[src/rtl/mem_arb_pkg.sv]
// Shared types and limits for the memory-port arbiter (mem_arbiter, mem_arb_pick).
package mem_arb_pkg;

    localparam int unsigned DATA_WIDTH      = 32;
    localparam int unsigned MEM_LATENCY_MIN = 1;
    localparam int unsigned MEM_LATENCY_MAX = 15;

    typedef enum logic {
        OWN_IF = 1'b0,
        OWN_LS = 1'b1
    } owner_e;

    typedef enum logic [1:0] {
        IDLE  = 2'd0,
        ISSUE = 2'd1,
        WAIT  = 2'd2
    } state_e;

endpackage

[src/rtl/mem_arb_pick.sv]
// Combinational winner selection between fetch and load/store requests.
// ARB_RR_EN selects round-robin on conflicts; otherwise LS has fixed priority.
module mem_arb_pick
    import mem_arb_pkg::*;
(
    input  logic if_req,
    input  logic ls_req,
    input  logic last_grant,
    output logic winner,
    output logic any
);

    assign any = if_req | ls_req;

`ifdef ARB_RR_EN
    // On conflict the requester that did not win last time goes next.
    always_comb begin
        winner = OWN_LS;
        if (if_req && ls_req) begin
            winner = (last_grant == OWN_IF) ? OWN_LS : OWN_IF;
        end else if (if_req) begin
            winner = OWN_IF;
        end
    end
`else
    logic w_unused_last_grant;
    assign w_unused_last_grant = last_grant;
    assign winner = ls_req ? OWN_LS : OWN_IF;
`endif

endmodule

[src/rtl/mem_arbiter.sv]
// Shares the single memory port between fetch (IF) and load/store (LS): issue, fixed
// read-latency wait, read-data return. Define ARB_RR_EN for round-robin arbitration.
module mem_arbiter
    import mem_arb_pkg::*;
#(
    parameter int unsigned ADDR_WIDTH  = 32,
    parameter int unsigned MEM_LATENCY = 1
) (
    input  logic                  clk,
    input  logic                  rst_n,
    input  logic                  if_req,
    input  logic [ADDR_WIDTH-1:0] if_addr,
    output logic                  if_gnt,
    output logic                  if_rvalid,
    input  logic                  ls_req,
    input  logic                  ls_we,
    input  logic [ADDR_WIDTH-1:0] ls_addr,
    input  logic [DATA_WIDTH-1:0] ls_wdata,
    output logic                  ls_gnt,
    output logic                  ls_rvalid,
    output logic [DATA_WIDTH-1:0] rdata,
    output logic [ADDR_WIDTH-1:0] addr,
    output logic [DATA_WIDTH-1:0] data_core_mem,
    output logic                  we,
    output logic                  re,
    input  logic [DATA_WIDTH-1:0] data_mem_core
);

    localparam int unsigned LAT_W = $clog2(MEM_LATENCY + 1);

    state_e                r_state, w_state_nxt;
    logic                  r_owner, w_owner_nxt;
    logic [LAT_W-1:0]      r_lat_cnt, w_lat_cnt_nxt;
    logic [ADDR_WIDTH-1:0] r_addr, w_addr_nxt;
    logic [DATA_WIDTH-1:0] r_wdata, w_wdata_nxt;
    logic [DATA_WIDTH-1:0] r_rdata, w_rdata_nxt;
    logic                  r_we, w_we_nxt;
    logic                  r_re, w_re_nxt;
    logic                  r_if_rvalid, w_if_rvalid_nxt;
    logic                  r_ls_rvalid, w_ls_rvalid_nxt;
    logic                  w_if_gnt, w_ls_gnt;
    logic                  w_winner, w_any, w_grant, w_last_grant;

    mem_arb_pick u_pick (
        .if_req     (if_req),
        .ls_req     (ls_req),
        .last_grant (w_last_grant),
        .winner     (w_winner),
        .any        (w_any)
    );

    assign w_grant = (r_state == IDLE) && w_any;

`ifdef ARB_RR_EN
    logic r_last_grant;

    always_ff @(posedge clk or negedge rst_n) begin
        if (!rst_n) begin
            r_last_grant <= OWN_IF;
        end else if (w_grant) begin
            r_last_grant <= w_winner;
        end
    end

    assign w_last_grant = r_last_grant;
`else
    assign w_last_grant = OWN_IF;
`endif

    // State register
    always_ff @(posedge clk or negedge rst_n) begin
        if (!rst_n) begin
            r_state <= IDLE;
        end else begin
            r_state <= w_state_nxt;
        end
    end

    // Next-state logic
    always_comb begin
        w_state_nxt = r_state;
        case (r_state)
            IDLE:    if (w_any) w_state_nxt = ISSUE;
            ISSUE:   w_state_nxt = r_we ? IDLE : WAIT;
            WAIT:    if (r_lat_cnt == '0) w_state_nxt = IDLE;
            default: w_state_nxt = IDLE;
        endcase
    end

    // Output logic: grants are combinational, everything else is the next register value
    always_comb begin
        w_if_gnt        = 1'b0;
        w_ls_gnt        = 1'b0;
        w_owner_nxt     = r_owner;
        w_lat_cnt_nxt   = r_lat_cnt;
        w_addr_nxt      = r_addr;
        w_wdata_nxt     = r_wdata;
        w_rdata_nxt     = r_rdata;
        w_we_nxt        = 1'b0;
        w_re_nxt        = 1'b0;
        w_if_rvalid_nxt = 1'b0;
        w_ls_rvalid_nxt = 1'b0;
        case (r_state)
            IDLE: begin
                if (w_any) begin
                    w_owner_nxt = w_winner;
                    if (w_winner == OWN_LS) begin
                        w_ls_gnt    = 1'b1;
                        w_addr_nxt  = ls_addr;
                        w_wdata_nxt = ls_wdata;
                        w_we_nxt    = ls_we;
                        w_re_nxt    = ~ls_we;
                    end else begin
                        w_if_gnt   = 1'b1;
                        w_addr_nxt = if_addr;
                        w_re_nxt   = 1'b1;
                    end
                end
            end
            ISSUE: begin
                if (!r_we) w_lat_cnt_nxt = LAT_W'(MEM_LATENCY - 1);
            end
            WAIT: begin
                if (r_lat_cnt == '0) begin
                    w_rdata_nxt     = data_mem_core;
                    w_if_rvalid_nxt = (r_owner == OWN_IF);
                    w_ls_rvalid_nxt = (r_owner == OWN_LS);
                end else begin
                    w_lat_cnt_nxt = r_lat_cnt - LAT_W'(1);
                end
            end
            default: ;
        endcase
    end

    // Datapath and registered outputs; reset drops any in-flight read
    always_ff @(posedge clk or negedge rst_n) begin
        if (!rst_n) begin
            r_owner     <= OWN_IF;
            r_lat_cnt   <= '0;
            r_addr      <= '0;
            r_wdata     <= '0;
            r_rdata     <= '0;
            r_we        <= 1'b0;
            r_re        <= 1'b0;
            r_if_rvalid <= 1'b0;
            r_ls_rvalid <= 1'b0;
        end else begin
            r_owner     <= w_owner_nxt;
            r_lat_cnt   <= w_lat_cnt_nxt;
            r_addr      <= w_addr_nxt;
            r_wdata     <= w_wdata_nxt;
            r_rdata     <= w_rdata_nxt;
            r_we        <= w_we_nxt;
            r_re        <= w_re_nxt;
            r_if_rvalid <= w_if_rvalid_nxt;
            r_ls_rvalid <= w_ls_rvalid_nxt;
        end
    end

    assign if_gnt        = rst_n & w_if_gnt;
    assign ls_gnt        = rst_n & w_ls_gnt;
    assign if_rvalid     = r_if_rvalid;
    assign ls_rvalid     = r_ls_rvalid;
    assign rdata         = r_rdata;
    assign addr          = r_addr;
    assign data_core_mem = r_wdata;
    assign we            = r_we;
    assign re            = r_re;

endmodule

[config.mk]
export PLATFORM = sky130hd
export DESIGN_NAME = mem_arbiter
export DESIGN_NICKNAME = d
export VERILOG_FILES = /design/src/rtl/mem_arb_pkg.sv /design/src/rtl/mem_arb_pick.sv /design/src/rtl/mem_arbiter.sv
export SDC_FILE = /design/constraint.sdc
export NUM_CORES = 1
export LEC_CHECK = 0
export ABC_AREA = 0
export BUFFER_PORTS_ARGS = -buffer_cell sky130_fd_sc_hd__buf_2
export CAP_MARGIN = 30
export CORE_ASPECT_RATIO = 1.1
export CORE_MARGIN = 3
export CORE_UTILIZATION = 45
export CTS_CLUSTER_SIZE = 12
export DETAILED_ROUTE_END_ITERATION = 10
export GPL_TIMING_DRIVEN = 1
export HOLD_SLACK_MARGIN = 0.12
export PLACE_DENSITY = 0.78
export SYNTH_ARGS = -nofsm -noshare
export SYNTH_HDL_FRONTEND = slang
export SYNTH_SLANG_ARGS = --single-unit
[constraint.sdc]
create_clock -name clk -period 2.93 [get_ports clk]
set_input_delay 0.1465 -clock clk [delete_from_list [all_inputs] [get_ports clk]]
set_output_delay 0.1465 -clock clk [all_outputs]
set_load 0.02 [all_outputs]
==> results.json <==
{
  "cp_top_family": "buffers and inverters",
  "synth_simple_gate_area_share_pct": 1.28,
  "setup_tns_ns": 0,
  "critical_path_buf_inv_count": 1,
  "synthFlopType": "dfrtp_1",
  "wl_met3_um": 902,
  "boundaryPins": 235,
  "ys_warn_count": 0,
  "timing.slew.headroom_pct": 46.6,
  "die_area_um2": 11200,
  "avgViaCountPerCell": 4.81,
  "clockBufferDepth": 2,
  "timing.final.crit_share_pct": 64.0,
  "max_stage_delay_ns": 0.59,
  "cts.sinks": 103,
  "io_buffers": 234,
  "die_w_um": 101,
  "synth_top_area_share_pct": 57.3,
  "synthCells": 261,
  "routed_wl_um": 12000,
  "cap_violations": 0,
  "grt_usage_pct": 21.5,
  "synth-xor-area-share_pct": 0,
  "drt_iter0_drc": 87,
  "rsz0062_at_grt": "no",
  "synth_edf_count": 0,
  "area_delta_synth_final_pct": 50.3,
  "syn_avg_cell_area_um2": 17.2,
  "worst_pin_slew_ns": 0.800,
  "overflow": 0,
  "hp-class": "in -> reg",
  "period_minus_slack_ns": 1.87,
  "max_freq_mhz": 534,
  "hold_violations": 0,
  "fin_hold_ws_ns": 0.141,
  "utilization_pct": 70.9,
  "clk_pin_slew_ns": 0.10,
  "route.detailed.drc": 0,
  "ys_ff_latch": 103,
  "criticalPathCategory": "reg -> reg",
  "clock-skew-final_ns": 0.0183,
  "grt_antenna_before_repair": 1,
  "route.met2.wl_um": 6340,
  "cts_root_buffer": "clkbuf_8",
  "seq_area_frac_synth_pct": 57.3,
  "vias": 3384,
  "start_util_pct": 47.2,
  "synthTopCellsByArea": "dfrtp_1 (57%), mux2_4 (22%), mux2_2 (16%)",
  "synth_top_family_by_area": "multiplexers",
  "crit_arrival_ns": 2.11,
  "cp-end-kind": "flip-flop",
  "synthArstFlopShare_pct": 100,
  "dpl.hpwl_um": 7660,
  "clk_latency_ns": 0.37,
  "finalMaxSlewViolations": 0,
  "met1Wirelength_um": 4430,
  "synth_compound_area_share_pct": 0.473,
  "gp_congestion": 0.780,
  "worst_setup_path_start_kind": "flip-flop",
  "crit_chain": "nor2_2, o21ai_2, inv_2, mux2_2",
  "vdd_drop_max_mv": 0.440,
  "final_antenna_net_count": 0,
  "yosys-mux-area-fraction_pct": 37.5,
  "synth_cell_types": 19,
  "synth_commonest_cells": "dfrtp_1 (103), mux2_4 (65), mux2_2 (63)",
  "setup_violations": 0,
  "post_cts_resized": 0,
  "grt_max_degree": 46,
  "synth_fa_ha_area_share_pct": 0,
  "reg2reg_slack_ns": 1.06,
  "syn_area_um2": 4500,
  "first_global_vias": 3786,
  "cpMaxStageDelayCell": "inv_2",
  "numCtsBuffers": 9,
  "wire_per_inst_um": 17.1,
  "rows": 37,
  "top_layer": "met4",
  "outcome": "finished clean",
  "leakagePower_nw": 3.42,
  "finalNetCount": 714,
  "coreArea_um2": 9540,
  "timing.critical_path.required_ns": 3.17,
  "synth_top_cell_by_area": "dfrtp_1",
  "syn-num-nets": 394,
  "dieHeight_um": 111,
  "cts_tree": "built",
  "yosysMostFrequentCell": "dfrtp_1",
  "power_density_nw_per_um2": 1010,
  "h-tree-depth": 3,
  "grt_pass1_wl_um": 18900,
  "drt_pass1_iterations": 4,
  "final_layout_size_suffix_gt1_share_pct": 65.8,
  "crit_fanout": 33
}
## routing by layer
metal,vias to the layer above,global-route usage [%]
li1,1556,-
met1,1648,23.7
met2,156,38.8
met3,24,4.47
met4,0,9.40
met5,-,0
## cells in the final DEF (no fill, tap or decap)
cell type and instances:
buf_2 233, dfrtp_1 103, dlygate4sd3_1 86, mux2_4 65, mux2_2 63, clkbuf_8 10
buf_4 5, nor2_1 3, and3_1 2, clkinvlp_4 2, diode_2 1, nor2_2 1
nand3_1 1, inv_1 1, nand2b_1 1, o21ai_2 1, a21oi_1 1, and2_4 1
inv_2 1, nor3b_1 1, a21o_1 1, clkinv_4 1, clkinv_2 1, bufinv_16 1
## metrics by stage
step	power [mW]	std cells	worst slack (ns)	instance area, um2
final	6.82	703	1.06	6760
after detailed placement	5.84	601	1.09	5700
after global placement	5.75	601	1.15	5700
after floorplan	4.81	261	1.53	4500
after CTS	6.85	702	1.04	6760
after global routing	7.18	703	0.921	6760
## timing repair
| item | CTS | global route |
|---|---|---|
| setup buffers | 0 | 0 |
| hold buffers | 86 | 0 |
| endpoints found under the hold margin | 99 | 0 |
## cells by family after synthesis
logic type | Yosys count
AOI/OAI and AO/OA | 3
and+or+nand+nor | 10
muxes | 128
buffers and inverters | 17
DFF | 103
## final timing paths
path                                        start                     end  depth (start not counted)
max reg2reg                r_state[0]$_DFFE_PN0P_     addr[1]$_DFFE_PN0P_                          4
max                        r_state[0]$_DFFE_PN0P_     addr[1]$_DFFE_PN0P_                          4
max in group asynchronous                   rst_n     addr[1]$_DFFE_PN0P_                          3
min reg2reg                          we$_DFF_PN0_  r_state[1]$_DFFE_PN0P_                          1
min                                   if_addr[31]    addr[31]$_DFFE_PN0P_                          3
min in group asynchronous                   rst_n            re$_DFF_PN0_                          2
## report_power, final
group / switching, mW / internal [mW] / total (mW)
logic: 1.78 / 1.62 / 3.40
registers: 0.394 / 2.14 / 2.54
clock network: 0.469 / 0.414 / 0.882
## state kept, by name (all words and copies together), names as in the netlist
name           flops
ls_rvalid          1
addr              32
if_rvalid          1
we                 1
re                 1
data_core_mem     32
r_state            2
rdata             32
r_owner            1
## worst register-to-register path: stages (launching register included)
cell and delay [ns]:
dfrtp_1 0.41, nor2_2 0.21, o21ai_2 0.11, inv_2 0.59, mux2_2 0.43
## cell type report
class,instances,area [um2]
Fill cell,637,2780
Sequential cell,103,2580
Timing Repair Buffer,324,2060
Multi-Input combinational cell,141,1760
Tap cell,117,146
Clock buffer,10,138
Clock inverter,5,58.8
Inverter,2,7.51
Antenna cell,1,2.50
Note: power is estimated with default switching activity, not from simulation.
